File: src/rtl/ddma_mmio_regs_if.sv
// ddma_mmio_regs_if
// Bundles the CPU-side register bus and the DDMA send-engine handshake for
// the DDMA configuration window.
//   addr_in/data_in/wb_in : core byte address, write data, byte strobes
//   data_out              : registered-read data (one cycle after addr_in)
//   dest_out/addr_out/size_out : DDMA descriptor fields
//   start_out/start_ack_in     : send request handshake
//   send_done_in/recv_done_in  : completion pulses from the DDMA
//   irq_send_out/irq_recv_out/err_out : latched interrupts and sticky error
// slave  : the register block
// master : the core / DDMA side driving it
interface ddma_mmio_regs_if;
    logic [31:0] addr_in;
    logic [31:0] data_in;
    logic [3:0]  wb_in;
    logic [31:0] data_out;
    logic [31:0] dest_out;
    logic [31:0] addr_out;
    logic [31:0] size_out;
    logic        start_out;
    logic        start_ack_in;
    logic        send_done_in;
    logic        recv_done_in;
    logic        irq_send_out;
    logic        irq_recv_out;
    logic        err_out;

    modport slave (
        input  addr_in, data_in, wb_in, start_ack_in, send_done_in, recv_done_in,
        output data_out, dest_out, addr_out, size_out, start_out,
               irq_send_out, irq_recv_out, err_out
    );

    modport master (
        output addr_in, data_in, wb_in, start_ack_in, send_done_in, recv_done_in,
        input  data_out, dest_out, addr_out, size_out, start_out,
               irq_send_out, irq_recv_out, err_out
    );
endinterface

File: src/rtl/ddma_mmio_regs.sv
// ddma_mmio_regs
// Clocked register slave for the DDMA configuration window
// (BASE_ADDR .. BASE_ADDR+'h17, six words). Holds the descriptor registers,
// runs the send-request handshake, latches completion interrupts and returns
// read data one cycle after the address.
// Ports:
//   clock  : system clock
//   reset  : synchronous, active-high reset
//   bus    : ddma_mmio_regs_if.slave (core bus + DDMA handshake)
// The core presents words in the opposite byte order to the registers:
// core byte lane k corresponds to register byte 3-k, both on write and read.
//
// Send FSM:
//   state  | meaning
//   S_IDLE | no request outstanding, descriptor writable
//   S_REQ  | start_out high, waiting for start_ack_in
//   S_BUSY | DDMA accepted, waiting for send_done_in
module ddma_mmio_regs #(
    parameter int          MEMORY_WIDTH = 32,
    parameter logic [31:0] ADDRESS      = 32'h0,
    parameter logic [31:0] BASE_ADDR    = 32'h2000_0000
) (
    input  logic              clock,
    input  logic              reset,
    ddma_mmio_regs_if.slave   bus
);

    localparam int          DW        = MEMORY_WIDTH;
    localparam logic [31:0] LAST_WORD = BASE_ADDR + 32'h14;

    localparam logic [2:0] OFF_ID     = 3'd0;
    localparam logic [2:0] OFF_DEST   = 3'd1;
    localparam logic [2:0] OFF_SRC    = 3'd2;
    localparam logic [2:0] OFF_SIZE   = 3'd3;
    localparam logic [2:0] OFF_CMD    = 3'd4;
    localparam logic [2:0] OFF_STATUS = 3'd5;

    typedef enum logic [2:0] {
        S_IDLE = 3'd0,
        S_REQ  = 3'd1,
        S_BUSY = 3'd2
    } state_t;

    function automatic logic [31:0] f_swap(input logic [31:0] w);
        return {w[7:0], w[15:8], w[23:16], w[31:24]};
    endfunction

    state_t        r_state;
    logic          r_start;
    logic [DW-1:0] r_dest;
    logic [DW-1:0] r_src;
    logic [DW-1:0] r_size;
    logic          r_irq_send;
    logic          r_irq_recv;
    logic          r_err;
    logic          r_rd_hit;
    logic [2:0]    r_rd_off;

    logic [31:0]   w_aligned;
    logic          w_hit;
    logic [2:0]    w_off;
    logic [31:0]   w_wdata;
    logic [31:0]   w_mask;
    logic          w_wr;
    logic          w_wr_cfg;
    logic          w_wr_cmd;
    logic          w_wr_stat;
    logic          w_idle;
    logic          w_set_send;
    logic          w_set_err;
    logic          w_clr_send;
    logic          w_clr_recv;
    logic          w_clr_err;
    logic [31:0]   w_status;
    logic [31:0]   w_rd_word;

    assign w_aligned = bus.addr_in & ~32'h3;
    assign w_hit     = (w_aligned >= BASE_ADDR) && (w_aligned <= LAST_WORD);
    assign w_off     = 3'((bus.addr_in - BASE_ADDR) >> 2);

    // Register-order data and per-byte mask (strobe lane k -> register byte 3-k).
    assign w_wdata   = f_swap(bus.data_in);
    assign w_mask    = {{8{bus.wb_in[0]}}, {8{bus.wb_in[1]}},
                        {8{bus.wb_in[2]}}, {8{bus.wb_in[3]}}};

    assign w_wr      = w_hit && (bus.wb_in != 4'b0000);
    assign w_wr_cfg  = w_wr && ((w_off == OFF_DEST) || (w_off == OFF_SRC) || (w_off == OFF_SIZE));
    assign w_wr_cmd  = w_wr && (w_off == OFF_CMD);
    assign w_wr_stat = w_wr && (w_off == OFF_STATUS);
    assign w_idle    = (r_state == S_IDLE);

    assign w_set_send = (r_state == S_BUSY) && bus.send_done_in;
    assign w_set_err  = (w_wr_cfg && !w_idle) || (w_wr_cmd && (!w_idle || (r_size == '0)));
    assign w_clr_send = w_wr_stat && w_wdata[31];
    assign w_clr_recv = w_wr_stat && w_wdata[30];
    assign w_clr_err  = w_wr_stat && w_wdata[26];

    always_ff @(posedge clock) begin
        if (reset) begin
            r_state    <= S_IDLE;
            r_start    <= 1'b0;
            r_dest     <= '0;
            r_src      <= '0;
            r_size     <= '0;
            r_irq_send <= 1'b0;
            r_irq_recv <= 1'b0;
            r_err      <= 1'b0;
            r_rd_hit   <= 1'b0;
            r_rd_off   <= '0;
        end else begin
            r_rd_hit <= w_hit;
            r_rd_off <= w_off;

            // Descriptor is frozen while a send is outstanding.
            if (w_wr_cfg && w_idle) begin
                case (w_off)
                    OFF_DEST: r_dest <= (r_dest & ~w_mask) | (w_wdata & w_mask);
                    OFF_SRC:  r_src  <= (r_src  & ~w_mask) | (w_wdata & w_mask);
                    OFF_SIZE: r_size <= (r_size & ~w_mask) | (w_wdata & w_mask);
                    default:  ;
                endcase
            end

            case (r_state)
                S_IDLE: begin
                    if (w_wr_cmd && (r_size != '0) && (w_wdata != 32'h0)) begin
                        r_state <= S_REQ;
                        r_start <= 1'b1;
                    end
                end
                S_REQ: begin
                    if (bus.start_ack_in) begin
                        r_state <= S_BUSY;
                        r_start <= 1'b0;
                    end
                end
                S_BUSY: begin
                    if (bus.send_done_in) begin
                        r_state <= S_IDLE;
                    end
                end
                default: begin
                    r_state <= S_IDLE;
                    r_start <= 1'b0;
                end
            endcase

            // Set events win over a same-cycle write-1-to-clear.
            r_irq_send <= w_set_send       | (r_irq_send & ~w_clr_send);
            r_irq_recv <= bus.recv_done_in | (r_irq_recv & ~w_clr_recv);
            r_err      <= w_set_err        | (r_err      & ~w_clr_err);
        end
    end

    assign w_status = {r_irq_send, r_irq_recv, r_state, r_err, 26'b0};

    // Read mux uses the registered offset but the current register contents.
    always_comb begin
        w_rd_word = 32'h0;
        if (r_rd_hit) begin
            case (r_rd_off)
                OFF_ID:     w_rd_word = ADDRESS;
                OFF_DEST:   w_rd_word = r_dest;
                OFF_SRC:    w_rd_word = r_src;
                OFF_SIZE:   w_rd_word = r_size;
                OFF_STATUS: w_rd_word = w_status;
                default:    w_rd_word = 32'h0;
            endcase
        end
    end

    assign bus.data_out     = f_swap(w_rd_word);
    assign bus.dest_out     = r_dest;
    assign bus.addr_out     = r_src;
    assign bus.size_out     = r_size;
    assign bus.start_out    = r_start;
    assign bus.irq_send_out = r_irq_send;
    assign bus.irq_recv_out = r_irq_recv;
    assign bus.err_out      = r_err;

endmodule

File: src/flat_wrapper.sv
// flat-port wrapper written by rule: the top's interface ports become plain ports
module ddma_mmio_regs_flat 
#(
    parameter int          MEMORY_WIDTH = 32,
    parameter logic [31:0] ADDRESS      = 32'h0,
    parameter logic [31:0] BASE_ADDR    = 32'h2000_0000
)
  (clock, reset, bus_addr_in, bus_data_in, bus_wb_in, bus_start_ack_in, bus_send_done_in, bus_recv_done_in, bus_data_out, bus_dest_out, bus_addr_out, bus_size_out, bus_start_out, bus_irq_send_out, bus_irq_recv_out, bus_err_out);
  ddma_mmio_regs_if bus_i ();
  input  logic clock;
  input  logic reset;
  input wire logic [$bits(bus_i.addr_in)-1:0] bus_addr_in;
  input wire logic [$bits(bus_i.data_in)-1:0] bus_data_in;
  input wire logic [$bits(bus_i.wb_in)-1:0] bus_wb_in;
  input wire logic [$bits(bus_i.start_ack_in)-1:0] bus_start_ack_in;
  input wire logic [$bits(bus_i.send_done_in)-1:0] bus_send_done_in;
  input wire logic [$bits(bus_i.recv_done_in)-1:0] bus_recv_done_in;
  output wire logic [$bits(bus_i.data_out)-1:0] bus_data_out;
  output wire logic [$bits(bus_i.dest_out)-1:0] bus_dest_out;
  output wire logic [$bits(bus_i.addr_out)-1:0] bus_addr_out;
  output wire logic [$bits(bus_i.size_out)-1:0] bus_size_out;
  output wire logic [$bits(bus_i.start_out)-1:0] bus_start_out;
  output wire logic [$bits(bus_i.irq_send_out)-1:0] bus_irq_send_out;
  output wire logic [$bits(bus_i.irq_recv_out)-1:0] bus_irq_recv_out;
  output wire logic [$bits(bus_i.err_out)-1:0] bus_err_out;
  assign bus_i.addr_in = bus_addr_in;
  assign bus_i.data_in = bus_data_in;
  assign bus_i.wb_in = bus_wb_in;
  assign bus_i.start_ack_in = bus_start_ack_in;
  assign bus_i.send_done_in = bus_send_done_in;
  assign bus_i.recv_done_in = bus_recv_done_in;
  assign bus_data_out = bus_i.data_out;
  assign bus_dest_out = bus_i.dest_out;
  assign bus_addr_out = bus_i.addr_out;
  assign bus_size_out = bus_i.size_out;
  assign bus_start_out = bus_i.start_out;
  assign bus_irq_send_out = bus_i.irq_send_out;
  assign bus_irq_recv_out = bus_i.irq_recv_out;
  assign bus_err_out = bus_i.err_out;
  ddma_mmio_regs #(.MEMORY_WIDTH(MEMORY_WIDTH), .ADDRESS(ADDRESS), .BASE_ADDR(BASE_ADDR)) u_core (.clock(clock), .reset(reset), .bus(bus_i));
endmodule
File: config.mk
export PLATFORM = sky130hd
export DESIGN_NAME = ddma_mmio_regs_flat
export DESIGN_NICKNAME = d
export VERILOG_FILES = /design/src/rtl/ddma_mmio_regs_if.sv /design/src/rtl/ddma_mmio_regs.sv /design/src/flat_wrapper.sv
export SDC_FILE = /design/constraint.sdc
export NUM_CORES = 1
export LEC_CHECK = 0
export ABC_AREA = 1
export CAP_MARGIN = 20
export CELL_PAD_IN_SITES_DETAIL_PLACEMENT = 1
export CELL_PAD_IN_SITES_GLOBAL_PLACEMENT = 1
export CORE_UTILIZATION = 33
export DETAILED_ROUTE_END_ITERATION = 7
export PLACE_DENSITY_LB_ADDON = 0.1
export SLEW_MARGIN = 10
export SYNTH_ARGS = -nofsm -noshare
export SYNTH_HDL_FRONTEND = slang
export SYNTH_SLANG_ARGS = --single-unit
File: constraint.sdc
create_clock -name clock -period 3.6 [get_ports clock]
set_clock_uncertainty 0.15 [all_clocks]
set_input_delay 0.72 -clock clock [delete_from_list [all_inputs] [get_ports clock]]
set_output_delay 0.72 -clock clock [all_outputs]
set_load 0.03 [all_outputs]
==> results.md, run 1 <==
* Worst path cell trace: inv_1 > nor2_1 > nand2_1 > o22ai_1 > a221oi_1 > nor2_1 > clkdlybuf4s50_1
* Vias at 6,076
* Average wire per standard cell at about 15 µm
* Setup bufs post-CTS at 0
* Post-route insts no fill at 1,318
* TritonCTS clock tree: yes
* Peak fanout along the critical path at 13
* Global route overflow at 0
* Post-Syn Area per Cell at roughly 6.3 µm²
* CTS root buffer: clkbuf_16
* Final Max Slew Viols at 0
* Setup WS pre-CTS at 510 ps
* TritonRoute pass-1 iters at 4
* Synth Area in Simple Gates at 41.5%
* Post-route ant nets at 0
* P&R area growth vs syn at 42.3%
* RSZ-0062 raised after global routing: false
* Ys Warns at 0
* Worst Path Class, Setup: reg -> out
* Synth Area in Compound Gates at 7.12%
* Worst setup EP type: output pin
* Drt via density at 4.61
* Worst slew pin tran at between 600 and 700 ps
* Post-synthesis mux area share at 0%
* Initial Util at 33.9%
* Most frequent CP cell: nor2_1
* Tcrit/Tclk final at 90.5%
* Total wire length at 19,900 µm
* Adder-Cell Fraction of Synth Area at 0%
* Slew HR at 58.6%
* Remaining DRCs at 0
* Crit path largest cell delay at slightly below 700 ps
* H-tree lvl count at 3
* CTS Sinks at 106
* Max Clock Freq at approximately 310 MHz
* Critical Path RT at 2730 ps
* CP delay by family, top: buffers and inverters
* Vias in the first global route at just over 6,000
* # Max-Cap Violations at 0
* Reg clk slew, reported paths at approximately 80 ps
* Post-synthesis net count at roughly 1,000
* DR iter-0 viols at 231
* Die width at between 100 and 150 µm
* CP startpoint kind: register
* First-pass GRT wire length at between 30,000 and 40,000 µm
* Finish-stage setup viols at 0
* IO buf count at roughly 200
* Initial antenna violation count at 0
* Total I/O pin count at approximately 210
* CTS Hold Bufs at 0
* Number of gates resized after CTS at 0
* Die H at between 100 and 150 µm
* Hpwl dp at 14,800 µm
* Final worst setup slack at 340 ps
* FF+latch count, synth at around 110
* Final nets at roughly 1,200
* Clock Tree Buf Depth at 2
* Die Area at around 18,000 µm²
* Minimum clock period at approximately 3300 ps
* Hold Crit Class: reg -> reg
* Overall Global Routing Usage at a little under a quarter
* Min Hold Slack at around 360 ps
* Peak supply drop at around 0.23 mV
* CP max stage cell: clkdlybuf4s50_1
* Leakage power at 3.87 nW
* Inserted Clock Buffers at 9
* Final Power at between 2 and 2.5 mW
* Seq/Total Area, Yosys at 37.6%
* Count of cell types in the netlist at 29
* Mapped cell area at 5640 µm²
* Largest net degree at the start of global routing at 97
* Final setup TNS at 0 ps
* Largest family of logic cells by synthesized area: simple AND/OR/NAND/NOR gates
* Post-synthesis xor/xnor area fraction at 0%
* Status: completed
* Core Footprint at between 15,000 and 20,000 µm²
* Layout cells sized above 1 at between 6 and 7%
* Syn Inst Count at roughly 900
* Cell Pwr Density at ~290 nW/µm²
* Antenna Cells at 0
* Crit path buf inv count at 2
* Row count at 47
* Skew-Pair Late Insertion Delay at 350 ps
* Critical Path AT at about 2400 ps
* Dpl cells at roughly 1,300
* Gpl congestion at approximately 0.79
* Hold Vio Cnt, Final at 0
placed cells by master, fill, tap and decap left out, types with 9 or more instances in the layout:
cell type | synthesis | final
o22ai_1 | 28 | 28
o21ai_0 | 24 | 24
nand3_4 | 10 | 10
clkdlybuf4s50_1 | 0 | 175
dfxtp_1 | 106 | 106
buf_4 | 3 | 36
nand4_1 | 17 | 17
inv_1 | 140 | 140
nand3_1 | 9 | 9
clkbuf_16 | 0 | 9
nand2_1 | 220 | 220
nor2_1 | 282 | 282
cells in the mapped netlist (all sizes together):
master,n,area share [%]
nor2,284,19
nand2,220,15
inv,140,9.3
dfxtp,106,38
o22ai,28,3.1
buf,27,3.8
o21ai,24,2.1
nand3,20,4.1
nand4,17,1.9
nor3,8,1.2
clkbuf,7,0.47
a221oi,5,0.78
a21oi,4,0.36
o221ai,4,0.62
clkinv,2,0.13
nor4,2,0.22
or2,2,0.22
nand3b,1,0.13
o21a,1,0.13
layout make-up:
class                           instances  area (µm²)
Clock inverter                          6        43.8
Tap cell                              220         275
Timing Repair Buffer                  214        2080
Inverter                              142         533
Multi-Input combinational cell        620        2740
Sequential cell                       106        2120
Fill cell                            2213        8620
Clock buffer                           10         229
power by group:
part	switching (mW)	total [mW]	internal, mW
Clock	0.480	0.953	0.473
Combinational	0.105	0.194	0.0889
Sequential	0.00215	1.18	1.17
worst reg2reg max path, stage by stage (launching register included):
cell     delay [ps]
dfxtp_1         360
nor2_1          260
inv_1           120
nor2_4          110
buf_4           290
nand3_4         270
nand2_1         140
nand2_1          80
nor2_1          110
kinds of logic after synthesis:
group | Yosys count
simple gates | 554
buf+inv | 176
flops | 106
compound gates | 66
final timing paths:
check	start	end	slack [ps]	cells after the start
max reg2reg	u_core.r_state[1]$_SDFFE_PP0P_	register	1660	8
max	u_core.r_rd_off[1]$_SDFF_PP0_	bus_data_out[7]	340	7
min reg2reg	u_core.bus.err_out$_SDFF_PP0_	u_core.bus.err_out$_SDFF_PP0_	360	2
min	u_core.bus.err_out$_SDFF_PP0_	u_core.bus.err_out$_SDFF_PP0_	360	2
per-stage QoR:
stage	util, %	cell area (µm²)
floorplan	-	5640
global placement	46.6	7750
detailed placement	46.6	7750
CTS	48.2	8030
global route	48.2	8030
finish	48.2	8030
layer usage:
layer  track usage [%]  part of all wire [%]
met1              30.2                    48
met2              39.7                    47
met3              3.75                   3.8
met4              5.24                  0.92
met5                 0                     0
No activity file was read; power rests on OpenSTA's default activity.
==> run 2: changes to the inputs <==
--- a/config.mk
+++ b/config.mk
@@ -9,8 +9,11 @@
 export CAP_MARGIN = 20
 export CELL_PAD_IN_SITES_DETAIL_PLACEMENT = 1
 export CELL_PAD_IN_SITES_GLOBAL_PLACEMENT = 1
+export CORE_ASPECT_RATIO = 0.5
 export CORE_UTILIZATION = 33
+export CTS_CLUSTER_SIZE = 25
 export DETAILED_ROUTE_END_ITERATION = 7
+export HOLD_SLACK_MARGIN = 0.15
 export PLACE_DENSITY_LB_ADDON = 0.1
 export SLEW_MARGIN = 10
 export SYNTH_ARGS = -nofsm -noshare
==> run 2 against run 1 <==
Compared with the run above:
- clock power fell by 3.0%
- hold slack worse by 10 ps
- die area is 0.19% higher
- core utilization up 0.26 points
- global-route usage rose by 0.77 points
- via count up 2.7%
- setup slack better by 150 ps
- non-clock buffer count is 2 higher
- sequential cell count stayed put
==> results.md, run 2 (same netlist as run 1, synthesis figures left out) <==
* Status: completed
* Peak supply drop at between 0.2 and 0.3 mV
* Gpl congestion at between 0.7 and 0.8
* Tcrit/Tclk final at 86.3%
* Leakage power at ~3.9 nW
* Vias at about 6,200
* Minimum clock period at just over 3000 ps
* Initial antenna violation count at 0
* CTS root buffer: clkbuf_16
* P&R area growth vs syn at 42.4%
* H-tree lvl count at 3
* Critical Path RT at 2730 ps
* Reg2reg setup slack at 1500 ps
* Worst slew pin tran at approximately 660 ps
* Hpwl dp at 15,600 µm
* CP startpoint kind: register
* Total wire length at ~21,000 µm
* Finish-stage setup viols at 0
* RSZ-0062 raised after global routing: false
* Hold path depth at 2
* Overall Global Routing Usage at 23.9%
* Commonest non-fill, non-tap cells in the layout: nor2_1, nand2_1, clkdlybuf4s50_1
* # Max-Cap Violations at 0
* Drt via density at between 4 and 5
* Hold path endpoint: u_core.bus.err_out$_SDFF_PP0_
* Remaining DRCs at 0
* Worst setup EP type: output pin
* Initial Util at approximately a third
* Filler cells at around 2,200
* Reg clk slew, reported paths at ~70 ps
* Skew-Pair Late Insertion Delay at 340 ps
* DR iter-0 viols at about 230
* R2R cell count at 8
* R2r startpoint: u_core.r_state[1]$_SDFFE_PP0P_
* Inserted Clock Buffers at 9
* Most frequent CP cell: inv_1
* Critical Path AT at about 2200 ps
* Hold Crit Class: reg -> reg
* Core Footprint at 16,600 µm²
* Average wire per standard cell at 15.7 µm
* Row count at 33
* Vias in the first global route at ~6,300
* Clock Tree Buf Depth at 2
* IO buf count at 202
* Layout cells sized above 1 at 6.64%
* Number of gates resized after CTS at 0
* Hold Vio Cnt, Final at 0
* Largest net degree at the start of global routing at 67
* Final nets at 1,168
* TritonRoute pass-1 iters at 4
* Max Clock Freq at approximately 320 MHz
* Post-route ant nets at 0
* CTS Sinks at 106
* TritonCTS clock tree: yes
* Commonest non-fill, non-tap cell in the layout: nor2_1
* CP max stage cell: nor3_2
* CTS Hold Bufs at 0
* Peak fanout along the critical path at 14
* Worst path cell trace: inv_1 > nor3_2 > buf_4 > inv_1 > buf_4 > o22ai_1 > o21ai_0 > inv_1 > buf_12
* Setup bufs post-CTS at 0
* Final Max Slew Viols at 0
* Slew HR at around 56%
* Global route overflow at 0
* Die H at 94.4 µm
* Final setup TNS at 0 ps
* Cell Pwr Density at roughly 290 nW/µm²
* Antenna Cells at 0
* Crit path largest cell delay at 400 ps
* Worst hold start: u_core.bus.err_out$_SDFF_PP0_
* Die width at about 190 µm
* Min Hold Slack at 353 ps
* Worst Path Class, Setup: reg -> out
* Total I/O pin count at roughly 210
* First-pass GRT wire length at roughly 33,000 µm
* Die Area at around 18,000 µm²
==> run 2: cell types whose count changed in the layout (fill, tap and decap cells not counted), sizes merged <==
cell	before	now
clkbuf	10	11
clkinvlp	1	4
buf	39	41
clkinv	6	1
==> run 2: report_power, final <==
group | internal (mW) | switching [mW] | total (mW)
registers | 1.17 | 0.00268 | 1.18
clock network | 0.467 | 0.456 | 0.924
logic | 0.0890 | 0.109 | 0.198
==> run 2: metal layers <==
layer  track usage (%)  vias up  routed length, µm
li1                  -     3110                  -
met1              30.7     2958               9660
met2              41.9      167               9670
met3              5.50        8               1400
met4              3.62        0                103
met5                 0        -                  0
==> run 2: metrics by stage <==
| step | worst slack, ps | instance area [µm²] | total power, mW | utilization, % | cells |
|---|---|---|---|---|---|
| after floorplan | 1030 | 5640 | 1.26 | - | 902 |
| after global placement | 417 | 7760 | 1.40 | 46.9 | 1311 |
| after detailed placement | 351 | 7760 | 1.40 | 46.9 | 1311 |
| after CTS | 475 | 8030 | 2.32 | 48.5 | 1326 |
| after global routing | 268 | 8030 | 2.38 | 48.5 | 1326 |
| final | 494 | 8030 | 2.30 | 48.5 | 1326 |
==> run 2: area by class of cell <==
cell class	instances	area, µm²	share of cell area, %
flip-flops and latches	106	2120	26.4
clock inverters	4	30.0	0.374
well taps	227	284	3.54
clock buffers	11	233	2.90
repair buffers	216	2080	26.0
multi-input cells	620	2740	34.1
inverters	142	533	6.64
==> run 2: worst max-delay path by stage <==
stage,to,slack [ps],start
6_report,bus_data_out[28],490,u_core.r_rd_off[1]$_SDFF_PP0_
5_1_grt,bus_data_out[31],270,u_core.r_rd_off[1]$_SDFF_PP0_
3_3_place_gp,register,420,bus_addr_in[7]
3_5_place_dp,register,350,bus_addr_in[7]
2_1_floorplan,bus_data_out[10],1030,u_core.r_rd_off[0]$_SDFF_PP0_
4_1_cts,bus_data_out[28],470,u_core.r_rd_off[1]$_SDFF_PP0_
==> run 2: worst max-delay path, delay by kind of cell (launching register included) <==
family          cells  cell delay (ps)
flops               1              350
simple gates        1              400
buf+inv             6              900
compound gates      2              230
==> run 3: changes to the inputs <==
--- a/config.mk
+++ b/config.mk
@@ -9,8 +9,7 @@
 export CAP_MARGIN = 20
 export CELL_PAD_IN_SITES_DETAIL_PLACEMENT = 1
 export CELL_PAD_IN_SITES_GLOBAL_PLACEMENT = 1
-export CORE_ASPECT_RATIO = 0.5
-export CORE_UTILIZATION = 33
+export CORE_UTILIZATION = 27
 export CTS_CLUSTER_SIZE = 25
 export DETAILED_ROUTE_END_ITERATION = 7
 export HOLD_SLACK_MARGIN = 0.15
==> constraint.sdc (replaced) <==
create_clock -name clock -period 2.7 [get_ports clock]
set_clock_uncertainty 0.15 [all_clocks]
set_input_delay 0.54 -clock clock [delete_from_list [all_inputs] [get_ports clock]]
set_output_delay 0.54 -clock clock [all_outputs]
set_load 0.03 [all_outputs]
==> run 3 against run 2 <==
Compared with the run above:
- setup slack lost 350 ps
- clock power increased by 41%
- first-iteration DRC count unchanged
- clock-buffer cell count decreased by 1
- critical path depth did not move
- sequential cell count unchanged
- sequential power increased by 33%
- power is 37% higher
- cell count increased by 4.3%
==> results.md, run 3 (same netlist as run 1, synthesis figures left out) <==
* Slew HR at between 60% and 70%
* Stages on the worst setup path at 9
* CTS Hold Bufs at 0
* IO buf count at 202
* Hpwl dp at approximately 16,000 µm
* Most frequent CP cell: inv_1
* Hold path depth at 2
* Die H at ~150 µm
* Internal Power at around 2.3 mW
* R2R cell count at 8
* # Max-Cap Violations at 0
* Row count at 52
* Crit path buf inv count at 6
* H-tree lvl count at 3
* Die width at approximately 150 µm
* Die Area at approximately 21,000 µm²
* Final Max Slew Viols at 0
* R2r startpoint: u_core.r_state[1]$_SDFFE_PP0P_
* Minimum clock period at roughly 2600 ps
* CP max stage cell: dfxtp_2
* Layout cells sized above 1 at 8.54%
* Peak supply drop at between 0.2 and 0.25 mV
* Vias in the first global route at between 6,000 and 7,000
* Leakage power at about 4.0 nW
* Initial Util at 27.7%
* Util after Layout at between 40 and 50%
* Largest net degree at the start of global routing at 42
* Core Footprint at around 20,000 µm²
* Setup crit end: bus_data_out[1]
* DP Area at between 7000 and 8000 µm²
* Commonest non-fill, non-tap cells in the layout: nor2_1, nand2_1, clkdlybuf4s50_1
* Crit path largest cell delay at approximately 360 ps
* Post-route insts no fill at ~1,400
* Footprint of the multi-input gates at 2740 µm²
* Final worst setup slack at about 150 ps
* CP startpoint kind: register
* Status: completed
* Skew-Pair Late Insertion Delay at between 300 and 400 ps
* Tcrit/Tclk final at 94.5%
* Cell area after layout at just over 8000 µm²
* Average wire per standard cell at approximately 15 µm
* Final setup TNS at 0 ps
* Sw frac at between 20 and 30%
* Worst setup EP type: output pin
* Clock Tree Buf Depth at 2
* Worst slew pin tran at 535 ps
* Overall Global Routing Usage at approximately a fifth
* Drt via density at 4.43
* CTS root buffer: clkbuf_16
* Worst Path Class, Setup: reg -> out
* Min Hold Slack at 356 ps
* Total I/O pin count at just over 200
* Worst path cell trace: inv_1 > nor3_1 > buf_4 > clkinv_1 > buf_6 > nor2_1 > o21ai_0 > inv_1 > buf_12
* Critical Path AT at between 1500 and 2000 ps
* Peak fanout along the critical path at 16
* Gpl congestion at 0.757
* Final nets at about 1,200
* Cell Pwr Density at 382 nW/µm²
* Register area at 2120 µm²
* Hold Crit Class: reg -> reg
* TritonCTS clock tree: yes
* Antenna Cells at 0
* Filler cells at 2,674
* RSZ-0062 raised after global routing: false
* Initial antenna violation count at 0
* Post-route ant nets at 0
* Commonest non-fill, non-tap cell in the layout: nor2_1
* Global route overflow at 0
* CTS Sinks at 106
* Dpl cells at approximately 1,400
* Remaining DRCs at 0
* Reg clk slew, reported paths at ~80 ps
* Total wire length at 21,100 µm
* Net Sw Power at 0.790 mW
* Inserted Clock Buffers at 9
* Clock share of power at between 40% and 50%
* CP Launch Point: u_core.r_rd_off[0]$_SDFF_PP0_
* DR iter-0 viols at ~230
* CP delay by family, top: buffers and inverters
* Max Clock Freq at around 390 MHz
* Vias at roughly 6,000
* Hold Vio Cnt, Final at 0
* Critical Path RT at 2010 ps
* First-pass GRT wire length at ~33,000 µm
* P&R area growth vs syn at 45.9%
* Setup WS pre-CTS at -42.7 ps
* Finish-stage setup viols at 0
* TritonRoute pass-1 iters at 4
* Flop pwr share at ~50%
* Final Power at ~3.1 mW
* Reg2reg setup slack at 870 ps
* Comb power frac at a little under 9%
==> run 3: repair_timing <==
item                                    4_1_cts  5_1_grt
endpoints found under the setup margin        0       14
resized for setup                             0        2
setup buffers                                 0        0
==> run 3: tightest hold or removal path, cell delays in order, from the launching register on <==
cell,delay [ps]
dfxtp_1,320
nand3_1,80
a21oi_1,60
==> run 3: how the worst min path moves through the flow <==
stage	startpoint	to	slack (ps)
final	u_core.r_state[0]$_SDFFE_PP0P_	u_core.r_state[1]$_SDFFE_PP0P_	360
after global routing	u_core.bus.err_out$_SDFF_PP0_	u_core.bus.err_out$_SDFF_PP0_	380
after CTS	u_core.r_state[0]$_SDFFE_PP0P_	u_core.r_state[1]$_SDFFE_PP0P_	360
after detailed placement	u_core.r_state[0]$_SDFFE_PP0P_	u_core.r_state[1]$_SDFFE_PP0P_	350
after global placement	u_core.bus.irq_send_out$_SDFF_PP0_	u_core.bus.irq_send_out$_SDFF_PP0_	340
after floorplan	u_core.r_state[0]$_SDFFE_PP0P_	u_core.r_state[1]$_SDFFE_PP0P_	320
==> run 3: area by class of cell <==
cell class,instances,share of cell area [%]
tap,270,4.11
sequential,106,25.8
inverter,142,6.48
multi-input combinational,620,33.3
clock inverter,6,0.517
clock buffer,10,2.90
timing repair buffer,229,26.9
==> run 3: metal layers <==
metal | part of all wire, % | GRT usage [%]
met1 | 48 | 26.2
met2 | 46 | 33.9
met3 | 5.1 | 4.00
met4 | 0.85 | 4.38
met5 | 0 | 0
==> run 3: power by group through the flow <==
| stage | Sequential, mW | Combinational (mW) | Clock, mW |
|---|---|---|---|
| final | 1.57 | 0.275 | 1.30 |
| after global routing | 1.57 | 0.298 | 1.40 |
| after CTS | 1.57 | 0.279 | 1.34 |
| after detailed placement | 1.61 | 0.278 | 0 |
| after global placement | 1.60 | 0.279 | 0 |
| after floorplan | 1.61 | 0.0741 | 0 |
